==> config.mk <==
export PLATFORM = sky130hd
export DESIGN_NAME = reg_file
export DESIGN_NICKNAME = d
export VERILOG_FILES = /design/src/rtl/reg_file_pkg.sv /design/src/rtl/reg_file_clear_fsm.sv /design/src/rtl/reg_file.sv
export SDC_FILE = /design/constraint.sdc
export NUM_CORES = 1
export LEC_CHECK = 0
export CORE_MARGIN = 1
export CORE_UTILIZATION = 35
export DETAILED_ROUTE_END_ITERATION = 10
export REMOVE_ABC_BUFFERS = 1
export SYNTH_ARGS = -nofsm -noshare
export SYNTH_HDL_FRONTEND = slang
export SYNTH_SLANG_ARGS = --single-unit
==> constraint.sdc <==
create_clock -name clk_sys_i -period 5.25 [get_ports clk_sys_i]
set_input_delay 1.05 -clock clk_sys_i [delete_from_list [all_inputs] [get_ports clk_sys_i]]
set_output_delay 1.05 -clock clk_sys_i [all_outputs]
set_load 0.1 [all_outputs]
==> src/rtl/reg_file_pkg.sv <==
// Shared reg_file constants: data width (from the REG_WIDTH define), register count,
// index width and the clear-FSM state encoding pair.
`ifndef REG_WIDTH
`define REG_WIDTH 32
`endif

package reg_file_pkg;
    localparam int REG_W     = `REG_WIDTH;
    localparam int REG_COUNT = 32;
    localparam int IDX_W     = 5;

    localparam logic ST_CLEAR_ENC = 1'b0;
    localparam logic ST_READY_ENC = 1'b1;

    typedef enum logic {
        ST_CLEAR = ST_CLEAR_ENC,
        ST_READY = ST_READY_ENC
    } rf_state_e;

    localparam logic [IDX_W-1:0] LAST_IDX = IDX_W'(REG_COUNT - 1);
endpackage

==> src/rtl/reg_file_clear_fsm.sv <==
// Post-reset clear sweep: walks the index 0..31 one entry per cycle, then parks in READY.
`ifndef REG_WIDTH
`define REG_WIDTH 32
`endif

module reg_file_clear_fsm
    import reg_file_pkg::*;
#(
    parameter int RESET_CLEAR = 1
) (
    input  logic             i_clk,
    input  logic             i_rst,
    output logic             o_state,
    output logic [IDX_W-1:0] o_index,
    output logic             o_busy
);

    rf_state_e        r_state;
    rf_state_e        w_state_nxt;
    logic [IDX_W-1:0] r_index;
    logic [IDX_W-1:0] w_index_nxt;

    always_ff @(posedge i_clk) begin
        if (i_rst) begin
            r_state <= (RESET_CLEAR != 0) ? ST_CLEAR : ST_READY;
            r_index <= '0;
        end else begin
            r_state <= w_state_nxt;
            r_index <= w_index_nxt;
        end
    end

    always_comb begin
        w_state_nxt = r_state;
        w_index_nxt = r_index;
        case (r_state)
            ST_CLEAR: begin
                w_index_nxt = IDX_W'(r_index + 1'b1);
                // Leaving on the edge that clears the last entry keeps the sweep at exactly 32 cycles.
                if (r_index == LAST_IDX) begin
                    w_state_nxt = ST_READY;
                end
            end
            default: begin
                w_state_nxt = r_state;
            end
        endcase
    end

    assign o_state = r_state;
    assign o_index = r_index;
    assign o_busy  = (r_state == ST_CLEAR);

endmodule

==> src/rtl/reg_file.sv <==
// 32-entry register file with two bypassed read ports and a post-reset clear sweep.
// Optional registered debug read port enabled by defining REGFILE_DBG_PORT_EN.
`ifndef REG_WIDTH
`define REG_WIDTH 32
`endif

module reg_file
    import reg_file_pkg::*;
#(
    parameter int RESET_CLEAR = 1
) (
    input  logic                  clk_sys_i,
    input  logic                  rst_sys_i,
    input  logic [IDX_W-1:0]      wb_rd_i,
    input  logic                  wb_wen_i,
    input  logic [`REG_WIDTH-1:0] wb_data_i,
    input  logic [IDX_W-1:0]      rs1_addr_i,
    input  logic [IDX_W-1:0]      rs2_addr_i,
    output logic [`REG_WIDTH-1:0] rs1_data_o,
    output logic [`REG_WIDTH-1:0] rs2_data_o,
    output logic                  busy_o
`ifdef REGFILE_DBG_PORT_EN
    ,
    input  logic [IDX_W-1:0]      dbg_addr_i,
    output logic [`REG_WIDTH-1:0] dbg_data_o
`endif
);

    logic [REG_W-1:0] r_regs [REG_COUNT];

    logic             w_state;
    logic [IDX_W-1:0] w_clr_idx;
    logic             w_busy;
    logic             w_wb_en;
    logic [REG_W-1:0] w_rs1_data;
    logic [REG_W-1:0] w_rs2_data;

    reg_file_clear_fsm #(
        .RESET_CLEAR (RESET_CLEAR)
    ) u_clear_fsm (
        .i_clk   (clk_sys_i),
        .i_rst   (rst_sys_i),
        .o_state (w_state),
        .o_index (w_clr_idx),
        .o_busy  (w_busy)
    );

    // A write-back landing in a reset cycle is dropped, so it must not bypass either.
    assign w_wb_en = !rst_sys_i && (w_state == ST_READY_ENC) && wb_wen_i && (wb_rd_i != '0);

    always_ff @(posedge clk_sys_i) begin
        if (!rst_sys_i) begin
            if (w_busy) begin
                r_regs[w_clr_idx] <= '0;
            end else if (w_wb_en) begin
                r_regs[wb_rd_i] <= wb_data_i;
            end
        end
    end

    always_comb begin
        w_rs1_data = r_regs[rs1_addr_i];
        if (w_busy || (rs1_addr_i == '0)) begin
            w_rs1_data = '0;
        end else if (w_wb_en && (wb_rd_i == rs1_addr_i)) begin
            w_rs1_data = wb_data_i;
        end
    end

    always_comb begin
        w_rs2_data = r_regs[rs2_addr_i];
        if (w_busy || (rs2_addr_i == '0)) begin
            w_rs2_data = '0;
        end else if (w_wb_en && (wb_rd_i == rs2_addr_i)) begin
            w_rs2_data = wb_data_i;
        end
    end

    assign rs1_data_o = w_rs1_data;
    assign rs2_data_o = w_rs2_data;
    assign busy_o     = w_busy;

`ifdef REGFILE_DBG_PORT_EN
    logic [REG_W-1:0] r_dbg_data;

    // Reads the array before this edge's write lands, so a same-cycle write shows the old value.
    always_ff @(posedge clk_sys_i) begin
        if (rst_sys_i) begin
            r_dbg_data <= '0;
        end else if (dbg_addr_i == '0) begin
            r_dbg_data <= '0;
        end else begin
            r_dbg_data <= r_regs[dbg_addr_i];
        end
    end

    assign dbg_data_o = r_dbg_data;
`endif

endmodule

==> results of run 1 <==
-- registers in the layout (all words and copies together) (netlist names) --
name and count:
u_clear_fsm.o_index 5, u_clear_fsm.o_state 1, r_regs 1024
-- per-layer routing --
metal	up-vias	track usage (%)	routed length (µm)
met5	-	0	13
met4	2	8.984	6788
met3	364	4.919	16930
met2	1925	36.30	76590
met1	16130	30.80	63200
li1	11760	-	-
-- layout make-up --
cell class                 instances  area (µm²)  area share (%)
inverter                           8       30.03         0.05257
sequential                      1030       30870           54.04
multi-input combinational       1368       16800           29.40
clock inverter                    60       573.1           1.003
timing repair buffer             281        3725           6.520
antenna                            2       5.005        0.008761
tap                             1794        2245           3.929
clock buffer                     139        2883           5.046
-- logic make-up (layout without fill, tap and decap cells) --
group / count (synthesis) / count (layout) / share of synthesized area (%)
flops: 1030 / 1030 / 63.73
mux: 667 / 667 / 23.89
compound gates: 533 / 533 / 8.181
buf+inv: 234 / 488 / 2.309
simple gates: 153 / 153 / 1.599
xor+xnor: 13 / 13 / 0.2351
fa+ha+maj: 2 / 2 / 0.05165
other cells: 0 / 2 / 0
-- through the flow --
| stage | instance area [µm²] | total power [µW] | setup slack, ns | instances | util, % |
|---|---|---|---|---|---|
| 2_1_floorplan | 47350 | 9746 | -0.9944 | 2406 | - |
| 3_3_place_gp | 53670 | 10440 | 0.2062 | 4481 | 39.08 |
| 3_5_place_dp | 53670 | 10460 | 0.1413 | 4481 | 39.08 |
| 4_1_cts | 57120 | 17950 | 0.1330 | 4680 | 41.60 |
| 5_1_grt | 57120 | 18290 | 0.05090 | 4680 | 41.60 |
| 6_report | 57130 | 17880 | 0.03604 | 4682 | 41.60 |
-- worst min-delay path by stage --
stage / start / endpoint / slack [ns] / cells after the start
after floorplan: u_clear_fsm.o_index[1] / u_clear_fsm.o_index[1] / 0.54 / 2
after global routing: u_clear_fsm.o_index[0] / u_clear_fsm.o_index[0] / 0.64 / 2
final: u_clear_fsm.o_index[0] / u_clear_fsm.o_index[0] / 0.60 / 2
after global placement: u_clear_fsm.o_index[1] / u_clear_fsm.o_index[1] / 0.57 / 2
after detailed placement: u_clear_fsm.o_index[1] / u_clear_fsm.o_index[1] / 0.60 / 2
after CTS: u_clear_fsm.o_index[0] / u_clear_fsm.o_index[0] / 0.60 / 2
-- Yosys cell counts (all sizes together) --
library cell | instances | area share [%]
o311ai | 1 | 0.034
o31a | 1 | 0.018
edfxtp | 1024 | 63
o31ai | 2 | 0.031
nand4 | 2 | 0.026
dfxtp | 6 | 0.25
o221ai | 45 | 0.81
and3b | 1 | 0.018
clkbuf | 116 | 0.90
nand2 | 24 | 0.19
nor2b | 9 | 0.12
a311o | 2 | 0.041
nor4b | 1 | 0.018
mux2 | 14 | 0.33
a21oi | 89 | 0.92
o21ai | 27 | 0.28
o22ai | 15 | 0.19
a211o | 34 | 0.61
xnor2 | 11 | 0.20
nand3b | 4 | 0.062
mux2i | 263 | 5.4
mux4 | 390 | 18
or3b | 3 | 0.054
nor2 | 50 | 0.39
nand2b | 2 | 0.026
a2111oi | 12 | 0.22
nand3 | 4 | 0.041
a22o | 24 | 0.43
nor4 | 2 | 0.026
xor2 | 2 | 0.036
and3 | 1 | 0.013
buf | 110 | 1.3
nor3 | 12 | 0.13
inv | 8 | 0.062
a221oi | 77 | 1.4
or3 | 3 | 0.039
a41o | 2 | 0.041
a41oi | 1 | 0.018
a211oi | 32 | 0.50
a22oi | 122 | 1.9
and2 | 35 | 0.45
ha | 2 | 0.052
o22a | 2 | 0.036
o21bai | 32 | 0.50
a21o | 13 | 0.20
-- tightest hold or removal path, cell delays in order (launching register included) --
cell and delay (ns):
dfxtp_1 0.37, xor2_1 0.14, nor2_1 0.04
-- power breakdown --
part           total, µW  internal (µW)  switching [µW]
Clock               7580           4360            3220
Sequential          8990           8970            25.4
Combinational       1300            546             758
==> metrics, run 1 <==
status=complete, no violations; critical path class=input port to output port; most frequent cells in the layout=edfxtp_1, mux4_2, mux2i_1; LEAKAGE=roughly 0.018 µW; Max-slew headroom=19.28%; gr ovfl total=0; Crit Path Max Fanout=18; drt total wl=around 160000 µm; Num CTS Buffers=109; Die Width=374.0 µm; total setup buffers inserted after CTS=0; final hold slack=0.6016 ns; Tightest Pin Transition=1.195 ns; DRT iter0 DRCs=3987; Syn Inst Count=2632; Netlist cell types=just over 50; nets=about 2900; Hold Vio Cnt, Final=0; first-pass GRT wire length=approximately 230000 µm; R2R Path End=r_regs[18][2]; CP bufs+invs=3; total track usage=22.93%; CTS Buffer Depth=3; pin count of the biggest net entering global routing=78; IO Port Bufs=about 110; DP HPWL=98280 µm; reg2reg setup slack=1.50 ns; FP Rows=136; Vias per Instance=6.446; clock-pin slew on the worst setup and hold paths=0.06 ns; synth warn=0; Clock Sinks=just over 1000; hold crit path type=flip-flop to flip-flop; worst path cell trace=clkdlybuf4s50_1 > nor3_1 > a21o_1 > nor3_4 > buf_4 > a211oi_1 > a211o_1 > buf_12; Core Box Area=between 0.1 and 0.15 mm²; post-cts resize count=0; DR WL/cell=34.93 µm; startpoint types=input port; CP peak stage delay=0.85 ns; cell area power density=313.0 mW/mm²; clk_skew=0.01755 ns; # DRC=0; routed via count=30180; commonest non-fill, non-tap cell in the layout=edfxtp_1; endpoint class of the critical path=output port; Die Ht=374.0 µm; Pins Over Slew Limit=0; Worst R2R Start=u_clear_fsm.o_state; R2R depth=6; Period minus WS final=between 5 and 6 ns; Final ANT Viol Nets=0; Fillers=between 10000 and 15000; part of the cycle the worst path needs=99.31%; Clk Latency, worst-skew pair=0.68 ns; Worst setup endpoint=rs2_data_o[17]; Seq/Total Area, Yosys=63.73%; total negative slack=0 ns; CP arrival=4.16 ns; Final setup viols=0; MaxCap Viol Count=0; Root Driver=clkbuf_16; Initial Util=35.27%; CTS tree=built; vias in the first global route=30490; syn_area_per_cell=18.40 µm²; layout cell share with drive strength beyond 1=29.31%; register bit total from synthesis=1030; FMAX=0.1918 GHz; H-tree depth=3; Crit-path slowest cell=nor3_4; routability cong.=0.8586; maximum vdd drop=between 0.0002 and 0.0003 V; Crit path depth=8; 1st-pass router iterations=6; CP startpoint=wb_rd_i[4]; Die ar.=0.1399 mm²; Layout Area Growth over Synthesis=17.94%; I/O pins=115; RSZ-0062 raised after global routing=false; cts hold-fix bufs=0; Critical Path RT=4.20 ns; Mapped Area=0.04844 mm²; initial antenna violation count=9; Top delay family on crit path=buffers and inverters
Power figures use the tool's default switching activity.
==> inputs of run 2 (changes only) <==
--- a/config.mk
+++ b/config.mk
@@ -8,7 +8,9 @@
 export CORE_MARGIN = 1
 export CORE_UTILIZATION = 35
 export DETAILED_ROUTE_END_ITERATION = 10
+export RECOVER_POWER = 100
 export REMOVE_ABC_BUFFERS = 1
+export SLEW_MARGIN = 10
 export SYNTH_ARGS = -nofsm -noshare
 export SYNTH_HDL_FRONTEND = slang
 export SYNTH_SLANG_ARGS = --single-unit
==> run 2 against run 1 <==
  * The run now ends with max-capacitance violations, max-slew violations left
  * First-iteration DRC count grew 3.6%
  * Final cell count stayed put
  * Die area stayed put
  * Clock power about the same
  * Non-clock buffer count unchanged
  * Setup slack worse by 0.0062 ns
  * Count of clock-buffer cells in the layout did not move
  * Core utilization down 0.85 points
  * Register-to-register slack got worse by 1.3 ns
  * Critical endpoint is now r_regs[8][27]
  * Highest routed layer unchanged
==> metrics, run 2 (same netlist as run 1, synthesis figures left out) <==
status=complete, but fails checks; failing checks=max-capacitance violations, max-slew violations; cell area power density=319.2 mW/mm²; final instance area=0.05595 mm²; Vias per Instance=6.426; CP peak stage delay=roughly 1.5 ns; Worst R2R Start=u_clear_fsm.o_state; FMAX=0.1916 GHz; initial antenna violation count=11; CTS tree=built; R2R depth=7; FP Rows=between 100 and 150; maximum vdd drop=0.0002542 V; CTS Buffer Depth=3; Crit Path Max Fanout=25; critical path class=input port to flip-flop; reg2reg setup slack=roughly 0.16 ns; layout cell share with drive strength beyond 1=27.86%; LEAKAGE=0.01743 µW; part of the cycle the worst path needs=99.43%; clk_skew=0.02016 ns; Placed Area=~0.054 mm²; routability cong.=around 0.86; RSZ-0062 raised after global routing=false; I/O pins=roughly 120; MaxCap Viol Count=34; IO Port Bufs=~110; Final setup viols=0; 1st-pass router iterations=7; startpoint types=input port; Tightest Pin Transition=2.093 ns; Hold Vio Cnt, Final=0; clock-pin slew on the worst setup and hold paths=0.06 ns; Pins Over Slew Limit=a little over 600; Crit-path slowest cell=nor2_1; DRT iter0 DRCs=4130; hold path cells=2; DR WL/cell=34.93 µm; gr ovfl total=0; CP arrival=roughly 5.5 ns; Root Driver=clkbuf_16; Initial Util=about a third; setup ws final=~0.030 ns; Placed Instances=~4500; most used cell, CP=a21oi_1; # DRC=0; Die Ht=374.0 µm; pin count of the biggest net entering global routing=78; Layout Utilization=40.75%; endpoint class of the critical path=flip-flop; total setup buffers inserted after CTS=0; hold crit path type=flip-flop to flip-flop; most frequent cells in the layout=edfxtp_1, mux4_2, mux2i_1; DP HPWL=slightly below 100000 µm; Die ar.=about 0.14 mm²; worst path cell trace=clkdlybuf4s50_1 > nor3_1 > a21oi_1 > buf_4 > a21oi_1 > clkbuf_1 > nor2_1 > clkbuf_2; worst slack, placed=between 0.1 and 0.15 ns; Layout Area Growth over Synthesis=15.52%; Die Width=374.0 µm; HP Start=u_clear_fsm.o_index[1]; H-tree depth=3; cts hold-fix bufs=0; Num CTS Buffers=around 110; Biggest register=r_regs; Final ANT Viol Nets=0; fin cells=4682; Critical Path RT=about 5.6 ns; commonest non-fill, non-tap cell in the layout=edfxtp_1; Period minus WS final=5.220 ns; Core Box Area=~0.14 mm²; Max-slew headroom=-39.54%; nets=between 2000 and 3000; drt total wl=163500 µm; Hold Path End=u_clear_fsm.o_index[1]; post-cts resize count=0; Fillers=roughly 12000; first-pass GRT wire length=228600 µm; Clk Latency, worst-skew pair=0.70 ns; total track usage=22.93%; final hold slack=roughly 0.6 ns; Largest register FFs=1024; Clock Sinks=between 1000 and 1500; vias in the first global route=30490; R2R Path End=r_regs[8][27]; routed via count=30090
==> run 2: power by group <==
| group | switching [µW] | leakage, µW | internal (µW) |
|---|---|---|---|
| sequential | 25.4 | 0.00852 | 8970 |
| clock | 3220 | 0.00168 | 4360 |
| combinational | 749 | 0.00723 | 540 |
| total | 3990 | 0.0174 | 13900 |
==> run 2: area by class of cell <==
class,instances,area [µm²],area share (%)
Multi-Input combinational cell,1368,16610,29.69
Clock inverter,60,573.1,1.024
Clock buffer,139,2883,5.152
Timing Repair Buffer,281,2738,4.893
Sequential cell,1030,30870,55.17
Antenna cell,2,5.005,0.008945
Tap cell,1794,2245,4.012
Inverter,8,30.03,0.05367
==> run 2: how the worst max path moves through the flow <==
stage | from | endpoint | slack, ns
floorplan | rst_sys_i | rs1_data_o[11] | -0.99
global placement | wb_rd_i[4] | rs2_data_o[17] | 0.21
detailed placement | wb_rd_i[4] | rs2_data_o[17] | 0.14
CTS | wb_rd_i[4] | rs2_data_o[17] | 0.13
global route | wb_rd_i[4] | r_regs[21][9] | 0.03
finish | wb_rd_i[4] | r_regs[8][27] | 0.03
==> run 2: stage by stage <==
stage / total power (µW) / TNS (ns)
floorplan: 9746 / -16.85
global placement: 10440 / 0
detailed placement: 10460 / 0
CTS: 17950 / 0
global route: 18280 / 0
finish: 17860 / 0
==> run 2: worst max-delay path: cells and delay by family <==
kind,cells,cell delay [ns]
buf+inv,4,2.21
simple gates,2,1.61
compound gates,2,0.65
==> run 2: layer usage <==
layer	up-vias	global-route usage (%)	wire (µm)
met2	1956	36.30	76290
met3	357	4.919	17020
met4	4	8.984	7035
met1	16020	30.80	63170
li1	11750	-	-
met5	-	0	27
